===== src/rtl/ethernet_package.sv =====
// Shared transmit/receive definitions for the Ethernet port: FSM states, framing
// nibbles and the byte-wise reflected CRC-32 step.
package ethernet_package;

    typedef enum logic [2:0] {IDLE, PREAMBLE, PAYLOAD, PAD, FCS, IFG} tx_state_t;

    localparam logic [3:0]  PREAMBLE_NIBBLE = 4'h5;
    localparam logic [3:0]  SFD_NIBBLE      = 4'hD;
    localparam logic [31:0] CRC32_POLY      = 32'hEDB8_8320;
    localparam logic [31:0] CRC32_INIT      = 32'hFFFF_FFFF;

    // Reflected CRC-32: fold the byte into the low bits, then shift LSB-first.
    function automatic logic [31:0] crc32_next_byte(input logic [31:0] crc,
                                                    input logic [7:0]  data);
        logic [31:0] c;
        c = crc ^ {24'h0, data};
        for (int i = 0; i < 8; i++) begin
            c = c[0] ? ((c >> 1) ^ CRC32_POLY) : (c >> 1);
        end
        return c;
    endfunction

endpackage


===== src/rtl/ethernet_crc32_byte.sv =====
// Registered CRC-32 accumulator, one byte per update strobe; init has priority.
module ethernet_crc32_byte
    import ethernet_package::*;
(
    input  logic        i_clock,
    input  logic        i_reset_n,
    input  logic        i_init,
    input  logic        i_update,
    input  logic [7:0]  i_data,
    output logic [31:0] o_crc
);

    logic [31:0] r_crc;
    logic [31:0] w_crc_next;

    assign w_crc_next = crc32_next_byte(r_crc, i_data);
    assign o_crc      = r_crc;

    always_ff @(posedge i_clock or negedge i_reset_n) begin
        if (!i_reset_n) begin
            r_crc <= CRC32_INIT;
        end else if (i_init) begin
            r_crc <= CRC32_INIT;
        end else if (i_update) begin
            r_crc <= w_crc_next;
        end
    end

endmodule


===== src/rtl/ethernet_packet_transmitter.sv =====
// Nibble-wide MII-style frame transmitter: preamble/SFD, payload, zero pad, FCS, IFG.
module ethernet_packet_transmitter
    import ethernet_package::*;
#(
    parameter int unsigned MIN_FRAME_BYTES = 60,
    parameter int unsigned MAX_FRAME_BYTES = 1514,
    parameter int unsigned IFG_NIBBLES     = 24
) (
    input  logic       i_clock,
    input  logic       i_reset_n,
    input  logic       i_enable,
    input  logic [8:0] i_transmit_data,
    input  logic       i_transmit_data_enable,
    output logic       o_transmit_data_ready,
    output logic [3:0] o_phy_transmit_data,
    output logic       o_phy_transmit_data_valid,
    output logic       o_frame_done,
    output logic       o_frame_abort
);

    localparam logic [10:0] MIN_CNT  = 11'(MIN_FRAME_BYTES);
    localparam logic [10:0] MAX_CNT  = 11'(MAX_FRAME_BYTES);
    localparam logic [15:0] IFG_LAST = 16'(IFG_NIBBLES - 1);

    tx_state_t   r_state, w_state_d;
    logic [8:0]  r_hold, w_hold_d;
    logic [10:0] r_byte_count, w_byte_count_d, w_byte_inc;
    logic        r_phase, w_phase_d;
    logic [15:0] r_count, w_count_d;
    logic [3:0]  r_phy_data, w_nibble_d;
    logic        r_phy_valid, w_valid_d;
    logic        r_done, w_done_d;
    logic        r_abort, w_abort_d;
    logic        w_transfer;
    logic        w_crc_init, w_crc_update;
    logic [7:0]  w_crc_data;
    logic [31:0] w_crc, w_fcs;

    ethernet_crc32_byte u_crc (
        .i_clock   (i_clock),
        .i_reset_n (i_reset_n),
        .i_init    (w_crc_init),
        .i_update  (w_crc_update),
        .i_data    (w_crc_data),
        .o_crc     (w_crc)
    );

    assign o_transmit_data_ready = ((r_state == IDLE) && i_enable) ||
                                   ((r_state == PAYLOAD) && r_phase && !r_hold[8]);
    assign w_transfer = o_transmit_data_ready && i_transmit_data_enable;
    assign w_byte_inc = (r_byte_count == '1) ? r_byte_count : r_byte_count + 11'd1;
    assign w_fcs      = ~w_crc;

    always_comb begin
        w_state_d      = r_state;
        w_hold_d       = r_hold;
        w_byte_count_d = r_byte_count;
        w_phase_d      = r_phase;
        w_count_d      = r_count;
        w_crc_init     = 1'b0;
        w_crc_update   = 1'b0;
        w_crc_data     = i_transmit_data[7:0];
        w_abort_d      = 1'b0;
        case (r_state)
            IDLE: begin
                if (w_transfer) begin
                    w_hold_d       = i_transmit_data;
                    w_byte_count_d = 11'd1;
                    w_crc_update   = 1'b1;
                    w_count_d      = 16'd0;
                    w_state_d      = PREAMBLE;
                end
            end
            PREAMBLE: begin
                if (r_count == 16'd15) begin
                    w_state_d = PAYLOAD;
                    w_phase_d = 1'b0;
                    w_count_d = 16'd0;
                end else begin
                    w_count_d = r_count + 16'd1;
                end
            end
            PAYLOAD: begin
                if (!r_phase) begin
                    w_phase_d = 1'b1;
                end else if (r_hold[8]) begin
                    if (r_byte_count < MIN_CNT) begin
                        // The first pad byte is counted and folded into the CRC on entry.
                        w_state_d      = PAD;
                        w_phase_d      = 1'b0;
                        w_byte_count_d = w_byte_inc;
                        w_crc_update   = 1'b1;
                        w_crc_data     = 8'h00;
                    end else begin
                        w_state_d = FCS;
                        w_count_d = 16'd0;
                    end
                end else if (w_transfer && (r_byte_count < MAX_CNT)) begin
                    w_hold_d       = i_transmit_data;
                    w_byte_count_d = w_byte_inc;
                    w_crc_update   = 1'b1;
                    w_phase_d      = 1'b0;
                end else begin
                    // Underrun, or an oversize byte that is consumed but never sent.
                    w_state_d = IFG;
                    w_count_d = 16'd0;
                    w_abort_d = 1'b1;
                end
            end
            PAD: begin
                if (!r_phase) begin
                    w_phase_d = 1'b1;
                end else if (r_byte_count >= MIN_CNT) begin
                    w_state_d = FCS;
                    w_count_d = 16'd0;
                end else begin
                    w_byte_count_d = w_byte_inc;
                    w_crc_update   = 1'b1;
                    w_crc_data     = 8'h00;
                    w_phase_d      = 1'b0;
                end
            end
            FCS: begin
                if (r_count == 16'd7) begin
                    w_state_d = IFG;
                    w_count_d = 16'd0;
                end else begin
                    w_count_d = r_count + 16'd1;
                end
            end
            IFG: begin
                if (r_count == IFG_LAST) begin
                    w_state_d  = IDLE;
                    w_count_d  = 16'd0;
                    w_crc_init = 1'b1;
                end else begin
                    w_count_d = r_count + 16'd1;
                end
            end
            default: w_state_d = IDLE;
        endcase
    end

    // Output registers load the nibble belonging to the next state, so the wire
    // always reflects the registered state one cycle after the decision.
    always_comb begin
        w_nibble_d = 4'h0;
        w_valid_d  = 1'b0;
        w_done_d   = 1'b0;
        case (w_state_d)
            PREAMBLE: begin
                w_valid_d  = 1'b1;
                w_nibble_d = (w_count_d == 16'd15) ? SFD_NIBBLE : PREAMBLE_NIBBLE;
            end
            PAYLOAD: begin
                w_valid_d  = 1'b1;
                w_nibble_d = w_phase_d ? w_hold_d[7:4] : w_hold_d[3:0];
            end
            PAD: w_valid_d = 1'b1;
            FCS: begin
                w_valid_d  = 1'b1;
                w_nibble_d = w_fcs[{w_count_d[2:0], 2'b00} +: 4];
                w_done_d   = (w_count_d == 16'd7);
            end
            default: ;
        endcase
    end

    always_ff @(posedge i_clock or negedge i_reset_n) begin
        if (!i_reset_n) begin
            r_state      <= IDLE;
            r_hold       <= 9'h0;
            r_byte_count <= 11'd0;
            r_phase      <= 1'b0;
            r_count      <= 16'd0;
            r_phy_data   <= 4'h0;
            r_phy_valid  <= 1'b0;
            r_done       <= 1'b0;
            r_abort      <= 1'b0;
        end else begin
            r_state      <= w_state_d;
            r_hold       <= w_hold_d;
            r_byte_count <= w_byte_count_d;
            r_phase      <= w_phase_d;
            r_count      <= w_count_d;
            r_phy_data   <= w_nibble_d;
            r_phy_valid  <= w_valid_d;
            r_done       <= w_done_d;
            r_abort      <= w_abort_d;
        end
    end

    assign o_phy_transmit_data       = r_phy_data;
    assign o_phy_transmit_data_valid = r_phy_valid;
    assign o_frame_done              = r_done;
    assign o_frame_abort             = r_abort;

endmodule


===== config.mk =====
export PLATFORM = sky130hd
export DESIGN_NAME = ethernet_packet_transmitter
export DESIGN_NICKNAME = d
export VERILOG_FILES = /design/src/rtl/ethernet_package.sv /design/src/rtl/ethernet_crc32_byte.sv /design/src/rtl/ethernet_packet_transmitter.sv
export SDC_FILE = /design/constraint.sdc
export NUM_CORES = 1
export LEC_CHECK = 0
export CELL_PAD_IN_SITES_DETAIL_PLACEMENT = 0
export CELL_PAD_IN_SITES_GLOBAL_PLACEMENT = 1
export CORE_MARGIN = 4
export CORE_UTILIZATION = 43
export DETAILED_ROUTE_END_ITERATION = 8
export PLACE_DENSITY_LB_ADDON = 0.2
export SLEW_MARGIN = 20
export SYNTH_ARGS = -nofsm -noshare
export SYNTH_HDL_FRONTEND = slang
export SYNTH_SLANG_ARGS = --single-unit

===== constraint.sdc =====
create_clock -name i_clock -period 3 [get_ports i_clock]
set_clock_uncertainty 0.2 [all_clocks]
set_input_delay 0.45 -clock i_clock [delete_from_list [all_inputs] [get_ports i_clock]]
set_output_delay 0.45 -clock i_clock [all_outputs]
set_load 0.05 [all_outputs]

# After elaboration in Yosys (flattened, before gate mapping)
# Index checks and enable logic that the tools add are counted.
# Widths: inputs -> output; s select.
totals:
  latch_bits: 0
  out_inout_bits: 8
  mem_bits_rw: 0
  ff_bits: 79
  mem_count: 0
  elab_cells: 140
  mem_bits_ro: 0
op_classes:
  div: 0
  magnitude_cmp: 3
  n_mux: 78
  eq_ne: 21
  reduce_logical: 14
  bitwise: 10
  shift: 1
  n_addsub: 2
  multipliers: 0
op_table:
  columns: ["op", "n"]
  rows:
  - ["$mux 32", 10]
  - ["$mux 16", 10]
  - ["$not 13->14", 8]
  - ["$pmux 16 s6", 1]
  - ["$mux 11", 8]
  - ["$mux 8", 5]
  - ["$mux 9", 4]
  - ["$pmux 11 s3", 1]
  - ["$eq 16x3->1 const B", 2]
  - ["$eq 16x4->1 const B", 2]
  - ["$not 32->32", 1]
  - ["$shiftx 32x6->4", 1]
  - ["$xor 32x8->32", 1]
  - ["$mux 3", 10]
  - ["$mux 1", 21]
  - ["$pmux 3 s6", 1]
  - ["$pmux 9 s2", 1]
  - ["$add 16x1->16 const B", 1]
  - ["$eq 16x5->1 const B", 1]
  - ["$pmux 8 s2", 1]
  - ["$eq 3x2->1 const B", 4]
  - ["$pmux 4 s3", 1]
  - ["$add 11x1->11 const B", 1]
  - ["$eq 11x11->1 const B", 1]
  - ["18 further kinds", 32]

# Depth between registers and ports, before layout
logic_depth:
  ltp_word: 24
  ltp_mapped: 12
  depth_no_buf: 11

# Hierarchy
# A second synthesis with hierarchy kept.
hier_totals:
  hier_cells: 566
  hier_area_um2: 5396.4
by_module_without_submodules:
  columns: ["module", "area_per_inst_um2", "cells_each", "seq_area_each_um2", "instances"]
  rows:
  - ["ethernet_packet_transmitter", 3318.2, 374, 1176.1, 1]
  - ["ethernet_crc32_byte", 2078.2, 192, 840.8, 1]

# Worst setup path before layout
# No wires, ideal clock.
synth_timing:
  path_type: "reg2reg"
  from: "register r_state[2]"
  to: "register r_phy_data[0] (netlist: o_phy_transmit_data[0])"
  path_buffers: 1
  path_stages_with_launch: 10
  setup_ns: 0.132
  arrival_time_ns: 3.391
  path_slack_ns: -0.724
  path_cell_list: "dfrtp_1 clkbuf_1 nor2_1 a21boi_0 nand3b_1 nand2_1 mux2_2 mux2_2 a21oi_1 o211ai_1"
synth_between:
  elab_chain_len: 12
  elab_cells_between_ends: 42
  classes_between: "8 x eq/ne; 1 x shift; 26 x mux; 7 x reduce/logical"
synth_rtl:
  columns: ["element", "line_no", "text"]
  rows:
  - ["start: declaration", "ethernet_packet_transmitter.sv:25", "tx_state_t r_state, w_state_d;"]
  - ["start signal: assignment", "ethernet_packet_transmitter.sv:181", "r_state <= w_state_d;"]
  - ["$eq 3x2->1", "ethernet_packet_transmitter.sv:49", "((r_state == PAYLOAD) && r_phase && !r_hold[8]);"]
  - ["$logic_and 1x1->1 (2 in a row)", "ethernet_packet_transmitter.sv:49", null]
  - ["$logic_or 1x1->1 *", "ethernet_packet_transmitter.sv:48", "assign o_transmit_data_ready = ((r_state == IDLE) && i_enable) ||"]
  - ["via o_transmit_data_ready", "ethernet_packet_transmitter.sv:14", "output logic o_transmit_data_ready,"]
  - ["$logic_and 1x1->1 *", "ethernet_packet_transmitter.sv:50", "assign w_transfer = o_transmit_data_ready && i_transmit_data_enable;"]
  - ["$logic_and 1x1->1", "ethernet_packet_transmitter.sv:98", "end else if (w_transfer && (r_byte_count < MAX_CNT)) begin"]
  - ["$mux 9", "ethernet_packet_transmitter.sv:98", null]
  - ["$mux 9", "ethernet_packet_transmitter.sv:86", "end else if (r_hold[8]) begin"]
  - ["$mux 9", "ethernet_packet_transmitter.sv:84", "if (!r_phase) begin"]
  - ["$pmux 9 s2 *", "ethernet_packet_transmitter.sv:64", "case (r_state)"]
  - ["via w_hold_d[4]", "ethernet_packet_transmitter.sv:26", "logic [8:0] r_hold, w_hold_d;"]
  - ["$mux 4 *", "ethernet_packet_transmitter.sv:157", "w_nibble_d = w_phase_d ? w_hold_d[7:4] : w_hold_d[3:0];"]
  - ["$pmux 4 s3 *", "ethernet_packet_transmitter.sv:150", "case (w_state_d)"]
  - ["via w_nibble_d[0]", "ethernet_packet_transmitter.sv:30", "logic [3:0] r_phy_data, w_nibble_d;"]
  - ["end signal: assignment", "ethernet_packet_transmitter.sv:186", "r_phy_data <= w_nibble_d;"]
  - ["end: declaration", "ethernet_packet_transmitter.sv:30", null]
# The timed path passes the listed nets; every way through them passes the cells marked *. The select of a mux whose other input is x is not followed.
# A chain may end at the register's enable or synchronous reset.

# Final worst setup path
layout_timing:
  from: "register r_byte_count[6]"
  to: "register u_crc.r_crc[23] (netlist: u_crc.o_crc[23])"
layout_between:
  elab_chain_len: 21
  elab_cells_between_ends: 35
  classes_between: "3 x order compare; 23 x mux; 7 x bitwise; 2 x reduce/logical"
layout_rtl:
  columns: ["element", "line_no", "text"]
  rows:
  - ["start: declaration", "ethernet_packet_transmitter.sv:27", "logic [10:0] r_byte_count, w_byte_count_d, w_byte_inc;"]
  - ["start signal: assignment", "ethernet_packet_transmitter.sv:183", "r_byte_count <= w_byte_count_d;"]
  - ["$lt 11x6->1", "ethernet_packet_transmitter.sv:87", "if (r_byte_count < MIN_CNT) begin"]
  - ["$mux 8", "ethernet_packet_transmitter.sv:87", null]
  - ["$mux 8", "ethernet_packet_transmitter.sv:86", null]
  - ["$mux 8", "ethernet_packet_transmitter.sv:84", null]
  - ["$pmux 8 s2", "ethernet_packet_transmitter.sv:64", null]
  - ["$xor 32x8->32", "ethernet_package.sv:16", "c = crc ^ {24'h0, data};"]
  - ["$mux 32", "ethernet_package.sv:18", "c = c[0] ? ((c >> 1) ^ CRC32_POLY) : (c >> 1);"]
  - ["$not 13->14 (no source line)", null, null]
  - ["(+4 left out)", null, null]
  - ["$not 13->14 (no source line)", null, null]
  - ["$mux 32 (2 in a row)", "ethernet_package.sv:18", null]
  - ["$not 13->14 (no source line)", null, null]
  - ["$mux 32", "ethernet_package.sv:18", null]
  - ["$not 13->14 (no source line)", null, null]
  - ["$mux 32", "ethernet_package.sv:18", null]
  - ["$mux 32", "ethernet_crc32_byte.sv:24", "end else if (i_update) begin"]
  - ["$mux 32", "ethernet_crc32_byte.sv:22", "end else if (i_init) begin"]
  - ["end signal: assignment", "ethernet_crc32_byte.sv:25", "r_crc <= w_crc_next;"]
  - ["end: declaration", "ethernet_crc32_byte.sv:13", "logic [31:0] r_crc;"]
# Parallel ways exist; a longest one is shown, timed or not. The select of a mux whose other input is x is not followed.

==> results_dict.tcl <==
set metrics [dict create \
    stdcell_count 809 \
    final.setup.tns_ns -0.0547 \
    crit_path_end_kind "flop" \
    worst_slack_ns -0.0494 \
    cts_tree "yes" \
    p_switching_mw 4.30 \
    clock-root-buffer "clkbuf_16" \
    nets 679 \
    dp_cells 775 \
    async_flop_share_pct 100 \
    drc_errors 0 \
    p_seq_share_pct 19.7 \
    num_vias 4402 \
    clock.fmax_mhz 328 \
    area_growth_pct 40.9 \
    synthCells 529 \
    core_area_um2 11100 \
    totalWireLength_um 13800 \
    synth_ff_type "dfrtp_1" \
    vdd_ir_drop_max_uv 1260 \
    cts.sinks 79 \
    gp_congestion 0.920 \
    drive_above_1_share_pct 38.7 \
    worst_slew_pin_slew_ns 1.01 \
    rows 38 \
    track_usage_pct 22.1 \
    grt_pass1_vias 4521 \
    hold_buffers 0 \
    slew_viol_final 0 \
    clock_latency_ns 0.34 \
    regToRegStartpoint "r_byte_count[6]" \
    cap_violations 0 \
    path_cells "or4_4 -> or3_4 -> buf_6 -> o21ai_1 -> xor2_1 -> xnor2_1 -> xnor2_2 -> xor2_1 -> a21oi_1" \
    period_share_pct 102 \
    slew_headroom_pct 32.8 \
    ys_seq_area_share_pct 40.7 \
    diodes 0 \
    grt_max_degree 80 \
    syn_area_per_cell_um2 9.36 \
    finalSetupViolations 2 \
    clk_pin_slew_worst_paths_ns 0.06 \
    cpPeakStageDelay_ns 0.53 \
    fillers 907 \
    synth_area_leaders "dfrtp_1 (24%), dfstp_2 (17%), xnor2_1 (6.4%)" \
    clockPowerShare_pct 10.2 \
    seq_area_um2 2020 \
    synth_seq_cells 79 \
    dp_hpwl_um 9980 \
    period_minus_slack_ns 3.05 \
    mappedNetlistNets 544 \
    clockBufferDepth 2 \
    startpoint "r_byte_count[6]" \
    p_leak_nw 2.90 \
    yosys.area.top_type_share_pct 23.7 \
    io_buffers 20 \
    start_util_pct 44.7 \
    antenna_found_initial 0 \
    internal-power_mw 6.10 \
    rsz0062_at_grt "true" \
    slowest_stage "or4_4" \
    swShare_pct 41.3 \
    overflow 0 \
    drt_iter0_drc 304 \
    synth_top_area_cell "dfrtp_1" \
    path_common_cell "xor2_1" \
    io_pins 21 \
    die_area_um2 13300 \
    violations "setup timing" \
    synth_cell_types 67 \
    drtAntennaViolNets 0 \
    viasPerCell 5.44 \
    cts_made_buffers 9 \
    required_ns 3.06 \
    cts_htree_levels 3 \
    min_path_type "in -> async" \
    yosysWarnings 0 \
    die-width_um 115 \
    firstDrtPassIters 6 \
    status "complete, but fails checks" \
    grt_pass1_wl_um 23000 \
    synth_edf_count 0 \
    arrival_ns 3.11 \
    multi_input_area_um2 3260 \
    combPwrFrac_pct 70.1 \
    worstSetupPathType "reg -> reg" \
    start_kind "flop" \
    hold_viol 0 \
    crit_path_max_fanout 7 \
    syn-cell-area_um2 4950 \
    routedWlPerCell_um 17.0 \
    die_height_um 115 \
    powerDensity_nw_per_um2 1490 \
]
==> cells by family (layout without fill, tap and decap cells) <==
group | after synthesis | after routing | synth area share (%)
compound gates | 124 | 124 | 15.6
mux | 19 | 19 | 4.14
buf+inv | 34 | 173 | 2.78
fa+ha+maj | 2 | 2 | 0.505
simple gates | 190 | 191 | 19.7
xor+xnor | 81 | 81 | 16.6
flops | 79 | 79 | 40.7
==> timing repair <==
item	4_1_cts	5_1_grt
cloned	0	1
buffers inserted	9	10
resized for setup	45	47
endpoints found under the setup margin	20	32
pin swaps	23	39
==> critical path: cells and delay by family, from the launching register on <==
family | cells | cell delay (ns)
flip-flops | 1 | 0.40
buffers and inverters | 1 | 0.17
AND/OR/NAND/NOR | 2 | 0.97
XOR/XNOR | 4 | 0.94
AO/OA/AOI/OAI | 2 | 0.27
==> placed cells by master (no fill, tap or decap), types with 5 or more instances in the layout <==
master and count:
inv_1 10, nor4_1 5, o21ai_4 6, nand2_1 40, nor3_1 34, nand2b_1 7
xor2_2 10, and2_1 5, o21ai_0 21, mux2i_1 7, buf_4 113, mux2_2 10
dfrtp_1 47, a21oi_1 42, clkbuf_16 9, xnor2_2 9, dfstp_2 32, nand3_1 20
o21ai_2 5, nand4_1 7, xor2_1 28, buf_6 11, clkdlybuf4s50_1 17, or3_1 7
nor2_1 27, xnor2_1 26
==> sequential cells by signal, indices dropped and copies added (netlist names) <==
signal	flops
o_frame_done	1
o_frame_abort	1
r_count	16
o_phy_transmit_data	4
r_phase	1
r_state	3
r_byte_count	11
u_crc.o_crc	32
r_hold	9
o_phy_transmit_data_valid	1
==> final cells by class <==
| type | count | share of cell area, % |
|---|---|---|
| multi-input combinational | 417 | 46.6 |
| sequential | 79 | 28.9 |
| timing repair buffer | 145 | 17.3 |
| tap | 140 | 2.51 |
| clock inverter | 5 | 0.699 |
| clock buffer | 11 | 3.33 |
| inverter | 12 | 0.645 |
==> power by group through the flow <==
stage	logic [mW]	registers [mW]	clock network [mW]
after floorplan	3.96	2.02	0
after global placement	6.06	2.04	0
after detailed placement	6.13	2.04	0
after CTS	6.71	2.03	1.09
after global routing	7.91	2.10	1.14
final	7.29	2.05	1.06
==> worst paths after layout <==
path | to | slack, ns | cells past startpoint
worst max-delay path | u_crc.o_crc[23] | -0.05 | 9
worst max register to register | u_crc.o_crc[23] | -0.05 | 9
worst min register to register | r_count[15] | 0.29 | 1
max in group asynchronous | r_hold[3] | 1.85 | 1
worst min-delay path | r_byte_count[7] | 0.06 | 1
min in group i_clock | r_count[15] | 0.29 | 1
==> stage by stage <==
stage / power [mW] / setup WS (ns) / util [%] / hold slack, ns / instance area, um^2
global placement: 8.09 / -0.467 / 55.2 / 0.278 / 6120
floorplan: 5.97 / 0.00820 / - / -0.0456 / 4990
global route: 11.1 / -0.126 / 63.0 / 0.159 / 6980
detailed placement: 8.17 / -0.521 / 55.2 / 0.286 / 6120
CTS: 9.83 / -0.107 / 60.1 / 0.112 / 6660
finish: 10.4 / -0.0494 / 63.0 / 0.0614 / 6980
==> synthesized netlist by cell type, types with 6 or more instances <==
library cell / number
dfrtp_1: 47
a21oi_1: 45
nand2_1: 42
nor3_1: 36
xnor2_1: 36
xor2_1: 34
dfstp_2: 32
nor2_1: 29
o21ai_0: 29
nand3_1: 21
clkbuf_1: 16
mux2_2: 12
inv_1: 10
or3_1: 8
mux2i_1: 7
nand2b_1: 7
nand4_1: 7
and2_1: 6
nor3b_1: 6
nor4_1: 6
==> per-layer routing <==
layer  vias to the layer above  GRT usage, %  part of all wire, %
li1                       2163             -                    -
met1                      2139          30.0                   46
met2                        87          36.4                   49
met3                        13          3.26                  3.2
met4                         0          6.81                  1.6
met5                         -             0                    0
(Power assumes the default switching activity.)
